==> config.mk <==
export PLATFORM = sky130hd
export DESIGN_NAME = uart_rx_fifo_flat
export DESIGN_NICKNAME = d
export VERILOG_FILES = /design/src/rtl/uart_rx_fifo_if.sv /design/src/rtl/uart_rx_fifo.sv /design/src/flat_wrapper.sv
export SDC_FILE = /design/constraint.sdc
export NUM_CORES = 1
export LEC_CHECK = 0
export BUFFER_PORTS_ARGS = -buffer_cell sky130_fd_sc_hd__buf_2
export CAP_MARGIN = 20
export CORE_MARGIN = 2
export CORE_UTILIZATION = 45
export DETAILED_ROUTE_END_ITERATION = 8
export SLEW_MARGIN = 20
export SYNTH_ARGS = -nofsm -noshare
export SYNTH_HDL_FRONTEND = slang
export SYNTH_SLANG_ARGS = --single-unit
==> constraint.sdc <==
create_clock -name clk -period 4.8 [get_ports clk]
set_input_delay 0.96 -clock clk [delete_from_list [all_inputs] [get_ports clk]]
set_output_delay 0.96 -clock clk [all_outputs]
set_load 0.02 [all_outputs]
==> src/rtl/uart_rx_fifo_if.sv <==
// Byte handshake between the UART receiver, the receive FIFO and the host.
// master: receiver/host side, slave: FIFO side.
interface uart_rx_fifo_if #(
  parameter int DATA_W = 8
);
  logic              rx_done;
  logic [DATA_W-1:0] rx_data;
  logic              rd_valid;
  logic              rd_ready;
  logic [DATA_W-1:0] rd_data;

  modport master (
    output rx_done, rx_data, rd_ready,
    input  rd_valid, rd_data
  );

  modport slave (
    input  rx_done, rx_data, rd_ready,
    output rd_valid, rd_data
  );
endinterface

==> src/rtl/uart_rx_fifo.sv <==
// Receive buffer behind the 16x-oversampled UART receiver. Takes one byte per
// rx_done high period into a first-word-fall-through FIFO, serves it over a
// valid/ready read port, and keeps a sticky overrun flag plus a saturating
// dropped-byte count.
module uart_rx_fifo #(
  parameter int DATA_W    = 8,
  parameter int DEPTH     = 16,
  parameter int ADDR_W    = 4,
  parameter int AFULL_LVL = 12
) (
  input  logic            clk,
  input  logic            rst_n,
  input  logic            clr_i,
  input  logic            ovr_clr_i,
  uart_rx_fifo_if.slave   bus,
  output logic [ADDR_W:0] level_o,
  output logic            empty_o,
  output logic            full_o,
  output logic            almost_full_o,
  output logic            overrun_o,
  output logic [7:0]      ovr_count_o
);

  localparam logic [ADDR_W:0] LVL_FULL  = (ADDR_W + 1)'(DEPTH);
  localparam logic [ADDR_W:0] LVL_AFULL = (ADDR_W + 1)'(AFULL_LVL);

  logic [DATA_W-1:0] mem_q [DEPTH];
  logic [ADDR_W-1:0] wr_ptr_q, wr_ptr_d;
  logic [ADDR_W-1:0] rd_ptr_q, rd_ptr_d;
  logic [ADDR_W:0]   level_q, level_d;
  logic              rx_done_q;
  logic              overrun_q, overrun_d;
  logic [7:0]        ovr_count_q, ovr_count_d;

  logic push, pop, wr_en, drop;
  logic empty, full;

  assign empty = (level_q == '0);
  assign full  = (level_q == LVL_FULL);

  // One push per rx_done high period: rising edge against the registered level.
  assign push  = bus.rx_done & ~rx_done_q;
  assign pop   = ~empty & bus.rd_ready;
  // A full FIFO still accepts a byte when the host frees a slot in the same cycle.
  assign wr_en = push & ~clr_i & (~full | pop);
  assign drop  = push & ~clr_i & full & ~pop;

  assign bus.rd_valid = ~empty;
  assign bus.rd_data  = empty ? '0 : mem_q[rd_ptr_q];

  assign level_o       = level_q;
  assign empty_o       = empty;
  assign full_o        = full;
  assign almost_full_o = (level_q >= LVL_AFULL);
  assign overrun_o     = overrun_q;
  assign ovr_count_o   = ovr_count_q;

  // Next pointers, level and overrun bookkeeping; clr flushes everything.
  always_comb begin
    wr_ptr_d    = wr_ptr_q;
    rd_ptr_d    = rd_ptr_q;
    level_d     = level_q;
    overrun_d   = overrun_q;
    ovr_count_d = ovr_count_q;
    if (clr_i) begin
      wr_ptr_d    = '0;
      rd_ptr_d    = '0;
      level_d     = '0;
      overrun_d   = 1'b0;
      ovr_count_d = '0;
    end else begin
      if (wr_en) wr_ptr_d = wr_ptr_q + ADDR_W'(1);
      if (pop)   rd_ptr_d = rd_ptr_q + ADDR_W'(1);
      case ({wr_en, pop})
        2'b10:   level_d = level_q + (ADDR_W + 1)'(1);
        2'b01:   level_d = level_q - (ADDR_W + 1)'(1);
        default: level_d = level_q;
      endcase
      if (ovr_clr_i) begin
        overrun_d   = 1'b0;
        ovr_count_d = '0;
      end
      // A drop in the same cycle as ovr_clr wins and restarts the count at 1.
      if (drop) begin
        overrun_d   = 1'b1;
        ovr_count_d = ovr_clr_i ? 8'd1 :
                      (ovr_count_q == 8'hFF) ? 8'hFF : ovr_count_q + 8'd1;
      end
    end
  end

  // State registers; rx_done_q resets high so a held rx_done never writes.
  always_ff @(posedge clk or negedge rst_n) begin
    if (!rst_n) begin
      wr_ptr_q    <= '0;
      rd_ptr_q    <= '0;
      level_q     <= '0;
      rx_done_q   <= 1'b1;
      overrun_q   <= 1'b0;
      ovr_count_q <= '0;
    end else begin
      wr_ptr_q    <= wr_ptr_d;
      rd_ptr_q    <= rd_ptr_d;
      level_q     <= level_d;
      rx_done_q   <= bus.rx_done;
      overrun_q   <= overrun_d;
      ovr_count_q <= ovr_count_d;
    end
  end

  // Storage array, written on accepted pushes only; contents are not reset.
  always_ff @(posedge clk) begin
    if (wr_en) mem_q[wr_ptr_q] <= bus.rx_data;
  end

endmodule

==> src/flat_wrapper.sv <==
// flat-port wrapper written by rule: the top's interface ports become plain ports
module uart_rx_fifo_flat 
#(
  parameter int DATA_W    = 8,
  parameter int DEPTH     = 16,
  parameter int ADDR_W    = 4,
  parameter int AFULL_LVL = 12
)
  (clk, rst_n, clr_i, ovr_clr_i, level_o, empty_o, full_o, almost_full_o, overrun_o, ovr_count_o, bus_rx_done, bus_rx_data, bus_rd_ready, bus_rd_valid, bus_rd_data);
  uart_rx_fifo_if #(.DATA_W(DATA_W)) bus_i ();
  input  logic clk;
  input  logic rst_n;
  input  logic clr_i;
  input  logic ovr_clr_i;
  output logic [ADDR_W:0] level_o;
  output logic empty_o;
  output logic full_o;
  output logic almost_full_o;
  output logic overrun_o;
  output logic [7:0] ovr_count_o;
  input wire logic [$bits(bus_i.rx_done)-1:0] bus_rx_done;
  input wire logic [$bits(bus_i.rx_data)-1:0] bus_rx_data;
  input wire logic [$bits(bus_i.rd_ready)-1:0] bus_rd_ready;
  output wire logic [$bits(bus_i.rd_valid)-1:0] bus_rd_valid;
  output wire logic [$bits(bus_i.rd_data)-1:0] bus_rd_data;
  assign bus_i.rx_done = bus_rx_done;
  assign bus_i.rx_data = bus_rx_data;
  assign bus_i.rd_ready = bus_rd_ready;
  assign bus_rd_valid = bus_i.rd_valid;
  assign bus_rd_data = bus_i.rd_data;
  uart_rx_fifo #(.DATA_W(DATA_W), .DEPTH(DEPTH), .ADDR_W(ADDR_W), .AFULL_LVL(AFULL_LVL)) u_core (.clk(clk), .rst_n(rst_n), .clr_i(clr_i), .ovr_clr_i(ovr_clr_i), .bus(bus_i), .level_o(level_o), .empty_o(empty_o), .full_o(full_o), .almost_full_o(almost_full_o), .overrun_o(overrun_o), .ovr_count_o(ovr_count_o));
endmodule
==> results of run 1 <==
## sequential cells by signal (all words and copies together) (netlist names)
| signal | count |
|---|---|
| u_core.wr_ptr_q | 4 |
| u_core.level_o | 5 |
| u_core.ovr_count_o | 8 |
| u_core.rd_ptr_q | 4 |
| u_core.overrun_o | 1 |
| u_core.mem_q | 128 |
| u_core.rx_done_q | 1 |
## power groups by stage
| stage | clock network (mW) | registers (mW) | logic, mW |
|---|---|---|---|
| after global placement | 0 | 1.57 | 0.824 |
| after CTS | 1.25 | 1.54 | 0.832 |
| after global routing | 1.30 | 1.55 | 0.889 |
| after floorplan | 0 | 1.52 | 0.644 |
| final | 1.23 | 1.54 | 0.819 |
| after detailed placement | 0 | 1.57 | 0.827 |
## critical path, stage by stage, from the launching register on
cell and delay (ns):
dfrtp_2 0.57, buf_4 0.40, mux4_2 0.55, mux2i_1 0.19
o22ai_1 0.12, buf_2 0.19
## synth_stat cells (all sizes together), types with 3 or more instances
| cell | count | share of area (%) |
|---|---|---|
| o21ai | 12 | 1.0 |
| mux2 | 3 | 0.65 |
| inv | 10 | 0.59 |
| nor2 | 18 | 1.1 |
| and3 | 4 | 0.39 |
| and2 | 4 | 0.39 |
| a21oi | 7 | 0.55 |
| mux4 | 32 | 11 |
| mux2i | 17 | 2.7 |
| buf | 8 | 0.73 |
| clkbuf | 12 | 0.71 |
| nand4 | 3 | 0.29 |
| a22o | 4 | 0.55 |
| edfxtp | 128 | 60 |
| nand2 | 17 | 1.0 |
| xor2 | 3 | 0.41 |
| o31ai | 5 | 0.59 |
| dfrtp | 22 | 8.6 |
| o22ai | 9 | 1.1 |
| a31oi | 4 | 0.39 |
| nand3 | 7 | 0.55 |
| nor4 | 6 | 0.82 |
| nor3 | 5 | 0.39 |
| ha | 8 | 1.6 |
## layer usage
| layer | global-route usage [%] | vias to the layer above | wire length [um] |
|---|---|---|---|
| met3 | 4.70 | 24 | 625 |
| met5 | 0 | - | 0 |
| li1 | - | 1584 | - |
| met4 | 7.67 | 0 | 256 |
| met2 | 29.3 | 74 | 6000 |
| met1 | 22.6 | 1749 | 5320 |
## kinds of logic after synthesis
kind of cell | share of synthesized area (%)
buffers and inverters | 2.02
xor gates and xnor gates | 0.550
and+or+nand+nor | 6.59
muxes | 14.6
AOI/OAI and AO/OA | 5.32
DFF | 69.3
adders and majority gates | 1.57
## stage by stage
stage               instances  power, mW
finish                    612       3.59
global placement          582       2.39
CTS                       612       3.63
global route              612       3.74
detailed placement        582       2.40
floorplan                 373       2.17
## layout make-up
type / count / area, um^2
fill: 1145 / 6530
sequential: 151 / 4420
multi-input combinational: 192 / 1850
clock buffer: 19 / 433
timing repair buffer: 49 / 270
tap: 180 / 225
clock inverter: 11 / 110
inverter: 10 / 37.5
## path summary, 6_finish.rpt
| kind | startpoint | to | slack (ns) | depth (start not counted) |
|---|---|---|---|---|
| setup / recovery | u_core.rd_ptr_q[0] | bus_rd_data[7] | 1.38 | 5 |
| hold / removal | u_core.overrun_o | u_core.overrun_o | 0.49 | 2 |
| setup reg to reg | u_core.level_o[2] | u_core.level_o[2] | 1.94 | 9 |
| hold reg to reg | u_core.overrun_o | u_core.overrun_o | 0.49 | 2 |
| max in group asynchronous | rst_n | u_core.rd_ptr_q[0] | 3.90 | 1 |
| min in group asynchronous | rst_n | u_core.level_o[0] | 0.52 | 1 |
==> reports/metrics.csv, run 1 <==
stage;metric;value;unit
run_status;status;finished, final reports clean;
clock_network;cts_resized;0;
sta;fin_crit_sh;71.2;%
final_layout;fin_util;53.0;%
sta;tightest_slew;0.881;ns
final_layout;nets;443;
placed_design;placed_cell_area;6810;um^2
sta;rsz0062_at_grt;no;
placed_design;port_buffers;39;
yosys;synthCells;373;
worst_setup_path;path_class;flip-flop to output pin;
yosys;synth_seq_cells;151;
sta;max_freq;292;MHz
yosys;synth_area;6380;um^2
sta;tns;0;ns
floorplan;dieArea;15100;um^2
sta;slew_violations;0;
global_routing;grt_pass1_wl;19500;um
route;vias;3431;
pwr;seqPwrFrac;43.0;%
placed_design;place.gp.congestion;0.853;
final_layout;area_delta_synth_final;15.3;%
sta;setup_ws;1.38;ns
clock_network;clk_pin_slew;0.06;ns
yosys;postSynthAreaPerCell;17.1;um^2
worst_setup_path;cp_data_arrival_time;2.46;ns
clock_network;cts_max_path_buffers;2;
clock_network;htreeDepth;4;
placed_design;post-place-ws;1.30;ns
global_routing;grt_pass1_vias;3509;
global_routing;grt_usage;17.9;%
yosys;async_flop_share;15.2;%
route;first_pass_iters;4;
yosys;yosys.cell_types.count;53;
worst_setup_path;path_max_fanout;17;
placed_design;dpl.hpwl;7920;um
worst_setup_path;worstPathRequired;3.84;ns
final_layout;stdcell_area;7350;um^2
route;wirelength;12200;um
route;wl_per_cell;19.9;um
route;via_per_inst;5.61;
clock_network;root_buffer;clkbuf_16;
route;drc;0;
worst_setup_path;start_kind;flip-flop;
worst_setup_path;cp-end-kind;output pin;
sta;finalHoldViolCount;0;
pwr;clkPwrFrac;34.2;%
clock_network;post_cts_buffers;0;
yosys;synthFlopType;edfxtp_1;
sta;maxSlewHeadroom;41.2;%
pwr;combPwrFrac;22.8;%
floorplan;io-pin-count;40;
final_layout;final_cell_mix;128 x edfxtp_1, 39 x buf_2, 32 x mux4_2;
global_routing;antenna_found_initial;0;
route;drt_iter0_drc;237;
clock_network;cts.sinks;151;
yosys;ys_seq_area_share;69.3;%
route;postRouteAntennaNets;0;
final_layout;diodes;0;
floorplan;start_util;45.9;%
global_routing;grt_start_max_net_pins;36;
floorplan;die_y;123;um
clock_network;ctsHoldBuffers;0;
pwr;leakage;2.53;nW
floorplan;row_count;43;
sta;fin_skew;0.00509;ns
pwr;p_int;2.56;mW
final_layout;drive_above_1_share;28.9;%
global_routing;gr-total-overflow;0;
clock_network;tritoncts;yes;
sta;hold_ws;0.493;ns
sta;layout_min_cycle_time;3.42;ns
pwr;sw_frac_of_total;28.7;%
hold_path;min_path_type;flip-flop to flip-flop;
floorplan;die_w;123;um
floorplan;core_area;13900;um^2
clock_network;cts_made_buffers;17;
clock_network;insertion_delay;0.42;ns
pwr;ir_worst_vdd;0.000370;V
job;cap_violations;0;
sta;setup_violations;0;
yosys;synth_edf_count;128;
yosys;ys.warnings.count;0;
pwr;switching_power;1.03;mW
pwr;cellPowerDensity;488;nW/um^2
yosys;synth_fp_nets;395;
final_layout;mostFrequentLayoutCell;edfxtp_1;
No activity file was read; power rests on OpenSTA's default activity.
==> run 2, diff against run 1 <==
--- a/config.mk
+++ b/config.mk
@@ -5,6 +5,7 @@
 export SDC_FILE = /design/constraint.sdc
 export NUM_CORES = 1
 export LEC_CHECK = 0
+export ABC_AREA = 1
 export BUFFER_PORTS_ARGS = -buffer_cell sky130_fd_sc_hd__buf_2
 export CAP_MARGIN = 20
 export CORE_MARGIN = 2
==> constraint.sdc (replaced) <==
create_clock -name clk -period 3.1 [get_ports clk]
set_input_delay 0.62 -clock clk [delete_from_list [all_inputs] [get_ports clk]]
set_output_delay 0.62 -clock clk [all_outputs]
set_load 0.02 [all_outputs]
==> run 2 against run 1 <==
Effect of this change:
- via count grew 31%
- power is 84% higher
- clock power up 83%
- sequential power rose by 53%
- sequential cell count is the same
- combinational power increased by 140%
- hold slack lost 0.30 ns
- synthesized cell count grew 47%
- critical path type unchanged
- register-to-register slack got worse by 1.0 ns
- cell area increased by 1.9%
==> reports/metrics.csv, run 2 <==
stage;metric;value;unit;change
final_layout;nFillCells;1176;;+2.7%
final_layout;nets;616;;+39%
sta;setup_violations;0;;unchanged
clock_network;tritoncts;yes;;
pwr;leakage;2.81;nW;+11%
worst_setup_path;reg2reg_to;u_core.mem_q[11][4];;
clock_network;htreeDepth;4;;unchanged
floorplan;row_count;43;;unchanged
global_routing;grt_start_max_net_pins;34;;-5.6%
worst_setup_path;cp-endpoint;bus_rd_data[6];;
hold_path;min_path_type;primary input to async pin;;
yosys;postSynthAreaPerCell;11.8;um^2;-31%
floorplan;die_y;124;um;+0.46%
worst_setup_path;path_class;flip-flop to output pin;;
worst_setup_path;path_cells;buf_4 > o21ai_0 > o22ai_1 > nor2_1 > nor2_1 > o21ai_1 > a21oi_1 > buf_2;;
yosys;ys.warnings.count;0;;unchanged
yosys;synthFlopType;edfxtp_1;;
clock_network;cts_max_path_buffers;2;;unchanged
yosys;synth_seq_cells;151;;unchanged
pwr;p_total;6.60;mW;+84%
yosys;synth_top_area_share;59.7;%;-0.56 points
floorplan;die_w;124;um;+0.46%
final_layout;largest_register;u_core.mem_q;;
placed_design;place.gp.congestion;0.904;;+6.0%
worst_setup_path;cp_data_arrival_time;2.31;ns;-0.15 ns
final_layout;mostFrequentLayoutCell;edfxtp_1;;
placed_design;port_buffers;39;;unchanged
yosys;synthTopCellsByArea;edfxtp_1 60%, dfrtp_1 8.6%, nor2_1 5.7%, o221ai_1 3.5%, o21ai_0 3.5%;;
yosys;synthMuxAreaShare;0.156;%;-14 points
worst_setup_path;path_max_fanout;32;;+15
worst_setup_path;reg2reg_depth;8;;-1
sta;rsz0062_at_grt;no;;
route;wl_per_cell;20.3;um;+2.1%
worst_setup_path;crit_slowest_cell;dfrtp_2;;
yosys;synth_fp_nets;569;;+44%
route;wirelength;16000;um;+31%
route;drc;0;;unchanged
yosys;yosysMostFrequentCell;edfxtp_1;;
final_layout;largest_reg_flops;128;;unchanged
job;cap_violations;0;;unchanged
worst_setup_path;worstSetupStartpoint;u_core.rd_ptr_q[0];;
sta;slew_violations;0;;unchanged
yosys;synth_xor_xnor_area_share;0.408;%;-0.14 points
clock_network;cts.sinks;151;;unchanged
route;drt_iter0_drc;445;;+88%
global_routing;grt_usage;22.5;%;+4.7 points
sta;tightest_slew;0.821;ns;-0.0601 ns
sta;finalHoldViolCount;0;;unchanged
worst_setup_path;worstPathRequired;2.48;ns;-1.36 ns
floorplan;core_area;13900;um^2;+0.39%
yosys;yosys.area_share.simple;13.1;%;+6.5 points
route;first_pass_iters;5;;+1
global_routing;grt_pass1_vias;4418;;+26%
pwr;ir_worst_vdd;0.000764;V;+110%
worst_setup_path;crit_path_frequent_cell;nor2_1;;
route;via_per_inst;5.71;;+1.8%
yosys;synthCells;547;;+47%
sta;fin_skew;0.00732;ns;+0.00223 ns
yosys;synth_edf_count;128;;unchanged
sta;fin_crit_sh;94.5;%;
global_routing;antenna_found_initial;0;;unchanged
clock_network;post_cts_buffers;0;;unchanged
sta;max_freq;341;MHz;
yosys;synth-adder-area-share;1.56;%;-0.015 points
sta;maxSlewHeadroom;45.0;%;+3.8 points
yosys;ys_seq_area_share;68.7;%;-0.65 points
yosys;synth_top_family_by_area;simple AND/OR/NAND/NOR gates;;
worst_setup_path;ff2ff_setup_slack;0.91;ns;-1.03 ns
placed_design;dpl.hpwl;10400;um;+31%
route;postRouteAntennaNets;0;;unchanged
worst_setup_path;start_kind;flip-flop;;
route;vias;4493;;+31%
final_layout;diodes;0;;unchanged
floorplan;start_util;46.2;%;+0.25 points
worst_setup_path;regToRegStartpoint;u_core.level_o[2];;
sta;layout_min_cycle_time;2.93;ns;
final_layout;final_cell_mix;128 x edfxtp_1, 97 x nor2_1, 53 x nand2_1;;
clock_network;insertion_delay;0.43;ns;about the same
final_layout;drive_above_1_share;17.8;%;-11 points
yosys;yosys.area.top_type;edfxtp_1;;
yosys;yosys.cell_types.count;32;;-40%
yosys;synth_area;6440;um^2;+0.94%
pwr;cellPowerDensity;880;nW/um^2;+80%
floorplan;io-pin-count;40;;unchanged
clock_network;root_buffer;clkbuf_16;;
worst_setup_path;cpPeakStageDelay;0.51;ns;-0.06 ns
sta;tns;0;ns;unchanged
final_layout;area_delta_synth_final;16.4;%;
clock_network;cts_made_buffers;17;;unchanged
yosys;synth-compound-area-share;12.3;%;+7.0 points
floorplan;dieArea;15300;um^2;+0.91%
yosys;synth_common_cells;128 x edfxtp_1, 97 x nor2_1, 53 x nand2_1, 45 x o21ai_0, 34 x o21ai_1;;
worst_setup_path;cp-end-kind;output pin;;
clock_network;cts_resized;0;;unchanged
global_routing;gr-total-overflow;0;;unchanged
clock_network;clk_pin_slew;0.06;ns;about the same
clock_network;ctsHoldBuffers;0;;unchanged
yosys;async_flop_share;15.2;%;unchanged
run_status;status;finished, final reports clean;;
global_routing;grt_pass1_wl;24600;um;+26%
run 2: changes by cell type after synthesis, moves of 26 or more:
| cell | change |
|---|---|
| nor2_1 | +79 |
| mux4_2 | -32 |
| o21ai_0 | +38 |
| o221ai_1 | +26 |
| nand2_1 | +36 |
| o21ai_1 | +30 |
run 2: cell families after synthesis:
logic type      Yosys count
compound gates          132
buf+inv                  57
mux                       1
simple gates            195
fa+ha+maj                 8
flops                   151
xor+xnor                  3
run 2: worst max-delay path, delay by kind of cell, from the launching register on:
family	cells	cell delay, ns
buffers and inverters	2	0.55
AOI/OAI and AO/OA	4	0.64
and+or+nand+nor	2	0.17
DFF	1	0.51
run 2: worst min-delay path by stage:
stage                     cells after the start  slack [ns]             start                 to
after floorplan                               0        0.32             rst_n  u_core.level_o[0]
after global placement                        2        0.46  u_core.overrun_o   u_core.overrun_o
after detailed placement                      2        0.46  u_core.overrun_o   u_core.overrun_o
after CTS                                     1        0.20             rst_n   u_core.overrun_o
after global routing                          1        0.23             rst_n  u_core.level_o[1]
final                                         1        0.20             rst_n  u_core.level_o[0]
run 2: layout make-up:
cell class                 instances  area [um^2]  area share [%]
clock buffer                      17          425            5.68
timing repair buffer              52          293            3.91
multi-input combinational        339         1770            23.6
sequential                       151         4420            59.0
inverter                          33          129            1.72
clock inverter                    15          229            3.06
tap                              180          225            3.01
run 2: stage by stage:
stage / util (%) / worst slack (ns) / instance area [um^2] / instances / hold slack, ns
2_1_floorplan: - / 0.911 / 6440 / 547 / 0.324
5_1_grt: 53.8 / 0.0491 / 7490 / 787 / 0.229
3_5_place_dp: 49.1 / 0.492 / 6840 / 755 / 0.462
3_3_place_gp: 49.1 / 0.546 / 6840 / 755 / 0.458
4_1_cts: 53.8 / 0.181 / 7490 / 787 / 0.197
6_report: 53.8 / 0.169 / 7490 / 787 / 0.195
run 2: routing by layer:
| metal | GRT usage, % | up-vias | routed length (um) |
|---|---|---|---|
| li1 | - | 2083 | - |
| met1 | 29.7 | 2195 | 6900 |
| met2 | 35.4 | 184 | 7680 |
| met3 | 5.77 | 31 | 1030 |
| met4 | 9.87 | 0 | 400 |
| met5 | 0 | - | 0 |
run 2: report_power, final:
group | internal (mW) | switching, mW
Clock | 1.43 | 0.817
Combinational | 0.615 | 1.38
Sequential | 2.26 | 0.0951
==> run 3, diff against run 2 <==
--- a/config.mk
+++ b/config.mk
@@ -8,6 +8,7 @@
 export ABC_AREA = 1
 export BUFFER_PORTS_ARGS = -buffer_cell sky130_fd_sc_hd__buf_2
 export CAP_MARGIN = 20
+export CORE_ASPECT_RATIO = 2
 export CORE_MARGIN = 2
 export CORE_UTILIZATION = 45
 export DETAILED_ROUTE_END_ITERATION = 8
==> run 3 against run 2 <==
Effect of this change:
- non-clock buffer count rose by 9
- die area rose by 0.38%
- global-route usage barely moved
- routed wire length rose by 0.41%
- critical path depth fell by 1
- fmax rose by 0.80%
- via count rose by 0.31%
- count of clock-buffer cells in the layout rose by 2
- utilization rose by 0.25 points
- register-to-register slack got worse by 0.03 ns
- first-iteration DRC count fell by 9.7%
- largest cell class unchanged
==> reports/metrics.csv, run 3 (synthesis results as in run 2) <==
stage;metric;value;unit;change
final_layout;area_delta_synth_final;17.3;%;
clock_network;root_buffer;clkbuf_16;;
sta;rsz0062_at_grt;no;;
clock_network;tritoncts;yes;;
route;drc;0;;unchanged
worst_setup_path;cp_data_arrival_time;2.29;ns;-0.02 ns
global_routing;grt_pass1_wl;25300;um;+2.7%
route;drt_iter0_drc;402;;-9.7%
final_layout;fin_util;54.0;%;+0.25 points
global_routing;grt_start_max_net_pins;67;;+97%
worst_setup_path;cpPeakStageDelay;0.46;ns;-0.05 ns
worst_setup_path;start_kind;flip-flop;;
route;vias;4507;;+0.31%
worst_setup_path;reg2reg_to;u_core.mem_q[15][7];;
worst_setup_path;reg2reg_depth;8;;unchanged
worst_setup_path;cp-end-kind;output pin;;
placed_design;place.gp.congestion;0.812;;-10%
final_layout;diodes;0;;unchanged
worst_setup_path;regToRegStartpoint;u_core.level_o[2];;
placed_design;port_buffers;39;;unchanged
sta;fin_skew;0.0119;ns;+0.00454 ns
sta;hold_ws;0.190;ns;-0.00565 ns
clock_network;htreeDepth;4;;unchanged
sta;tightest_slew;0.846;ns;+0.0245 ns
worst_setup_path;crit_slowest_cell;inv_1;;
global_routing;gr-total-overflow;0;;unchanged
sta;setup_ws;0.193;ns;+0.0234 ns
final_layout;final_cells;805;;+2.3%
job;cap_violations;0;;unchanged
floorplan;start_util;46.1;%;-0.11 points
run_status;status;finished, final reports clean;;
final_layout;drive_above_1_share;18.7;%;+0.88 points
sta;tns;0;ns;unchanged
worst_setup_path;crit_family;buffers and inverters;;
final_layout;mostFrequentLayoutCell;edfxtp_1;;
global_routing;antenna_found_initial;0;;unchanged
floorplan;core_area;14000;um^2;+0.23%
floorplan;die_w;88.6;um;-28%
final_layout;nFillCells;1172;;-0.34%
worst_setup_path;worstPathRequired;2.48;ns;about the same
sta;max_freq;344;MHz;+0.80%
sta;finalHoldViolCount;0;;unchanged
sta;maxSlewHeadroom;43.4;%;-1.6 points
pwr;cellPowerDensity;863;nW/um^2;-1.9%
clock_network;cts.sinks;151;;unchanged
clock_network;clk_pin_slew;0.06;ns;about the same
route;first_pass_iters;5;;unchanged
global_routing;grt_pass1_vias;4535;;+2.6%
placed_design;dpl.hpwl;10900;um;+4.7%
clock_network;ctsHoldBuffers;0;;unchanged
worst_setup_path;path_cells;inv_1 > buf_4 > o21ai_1 > o221ai_1 > nand3_1 > a21oi_1 > buf_2;;
pwr;ir_worst_vdd;0.000726;V;-5.0%
sta;setup_violations;0;;unchanged
final_layout;nets;625;;+1.5%
worst_setup_path;worstSetupStartpoint;u_core.rd_ptr_q[1];;
clock_network;cts_made_buffers;17;;unchanged
route;postRouteAntennaNets;0;;unchanged
floorplan;row_count;61;;+42%
floorplan;io-pin-count;40;;unchanged
placed_design;dp_cells;773;;+2.4%
floorplan;dieArea;15300;um^2;+0.38%
final_layout;final_cell_mix;128 x edfxtp_1, 97 x nor2_1, 53 x nand2_1;;
worst_setup_path;cp_num_cells;7;;-1
worst_setup_path;path_class;flip-flop to output pin;;
route;wirelength;16100;um;+0.41%
sta;layout_min_cycle_time;2.91;ns;-0.0234 ns
clock_network;cts_resized;0;;unchanged
pwr;leakage;2.84;nW;+0.93%
placed_design;post-place-ws;0.563;ns;+0.0712 ns
clock_network;cts_max_path_buffers;2;;unchanged
sta;slew_violations;0;;unchanged
worst_setup_path;ff2ff_setup_slack;0.88;ns;-0.03 ns
route;wl_per_cell;20.0;um;-1.8%
worst_setup_path;path_max_fanout;19;;-41%
worst_setup_path;cp-endpoint;bus_rd_data[1];;
worst_setup_path;worst-path-buf-inv;3;;+1
final_layout;largest_reg_flops;128;;unchanged
floorplan;die_y;173;um;+40%
route;via_per_inst;5.60;;-1.9%
hold_path;min_path_type;primary input to async pin;;
clock_network;insertion_delay;0.41;ns;-0.02 ns
sta;fin_crit_sh;93.8;%;-0.75 points
global_routing;grt_usage;22.6;%;+0.043 points
clock_network;post_cts_buffers;0;;unchanged
final_layout;largest_register;u_core.mem_q;;
-- run 3: worst min-delay path by stage --
stage                     start  depth (start not counted)  slack [ns]           endpoint
2_1_floorplan             rst_n                          0        0.32  u_core.level_o[0]
3_3_place_gp   u_core.overrun_o                          2        0.46   u_core.overrun_o
3_5_place_dp   u_core.overrun_o                          2        0.46   u_core.overrun_o
4_1_cts                   rst_n                          1        0.20  u_core.level_o[3]
5_1_grt                   rst_n                          1        0.23  u_core.level_o[3]
6_report                  rst_n                          1        0.19  u_core.level_o[2]
-- run 3: metal layers --
metal | part of all wire [%] | track usage, % | up-vias
met5 | 0 | 0 | -
met4 | 2.4 | 7.70 | 0
met3 | 3.5 | 4.30 | 27
met2 | 57 | 41.0 | 147
met1 | 37 | 25.7 | 2237
li1 | - | - | 2096
-- run 3: stage by stage --
stage / instance area [um^2] / power [mW]
after floorplan: 6440 / 3.78
after global placement: 6940 / 4.41
after detailed placement: 6940 / 4.46
after CTS: 7550 / 6.54
after global routing: 7550 / 6.84
final: 7550 / 6.51
-- run 3: cell type report --
class | count | area, um^2 | area share (%)
Sequential cell | 151 | 4420 | 58.6
Multi-Input combinational cell | 339 | 1770 | 23.5
Inverter | 33 | 129 | 1.71
Timing Repair Buffer | 61 | 385 | 5.11
Tap cell | 189 | 236 | 3.13
Clock buffer | 19 | 433 | 5.74
Clock inverter | 13 | 170 | 2.25
-- run 3: report_power, final --
part	leakage [nW]	internal (mW)	switching, mW
logic	1.09	0.635	1.45
registers	1.46	2.26	0.0729
clock network	0.285	1.28	0.825
total	2.84	4.17	2.34
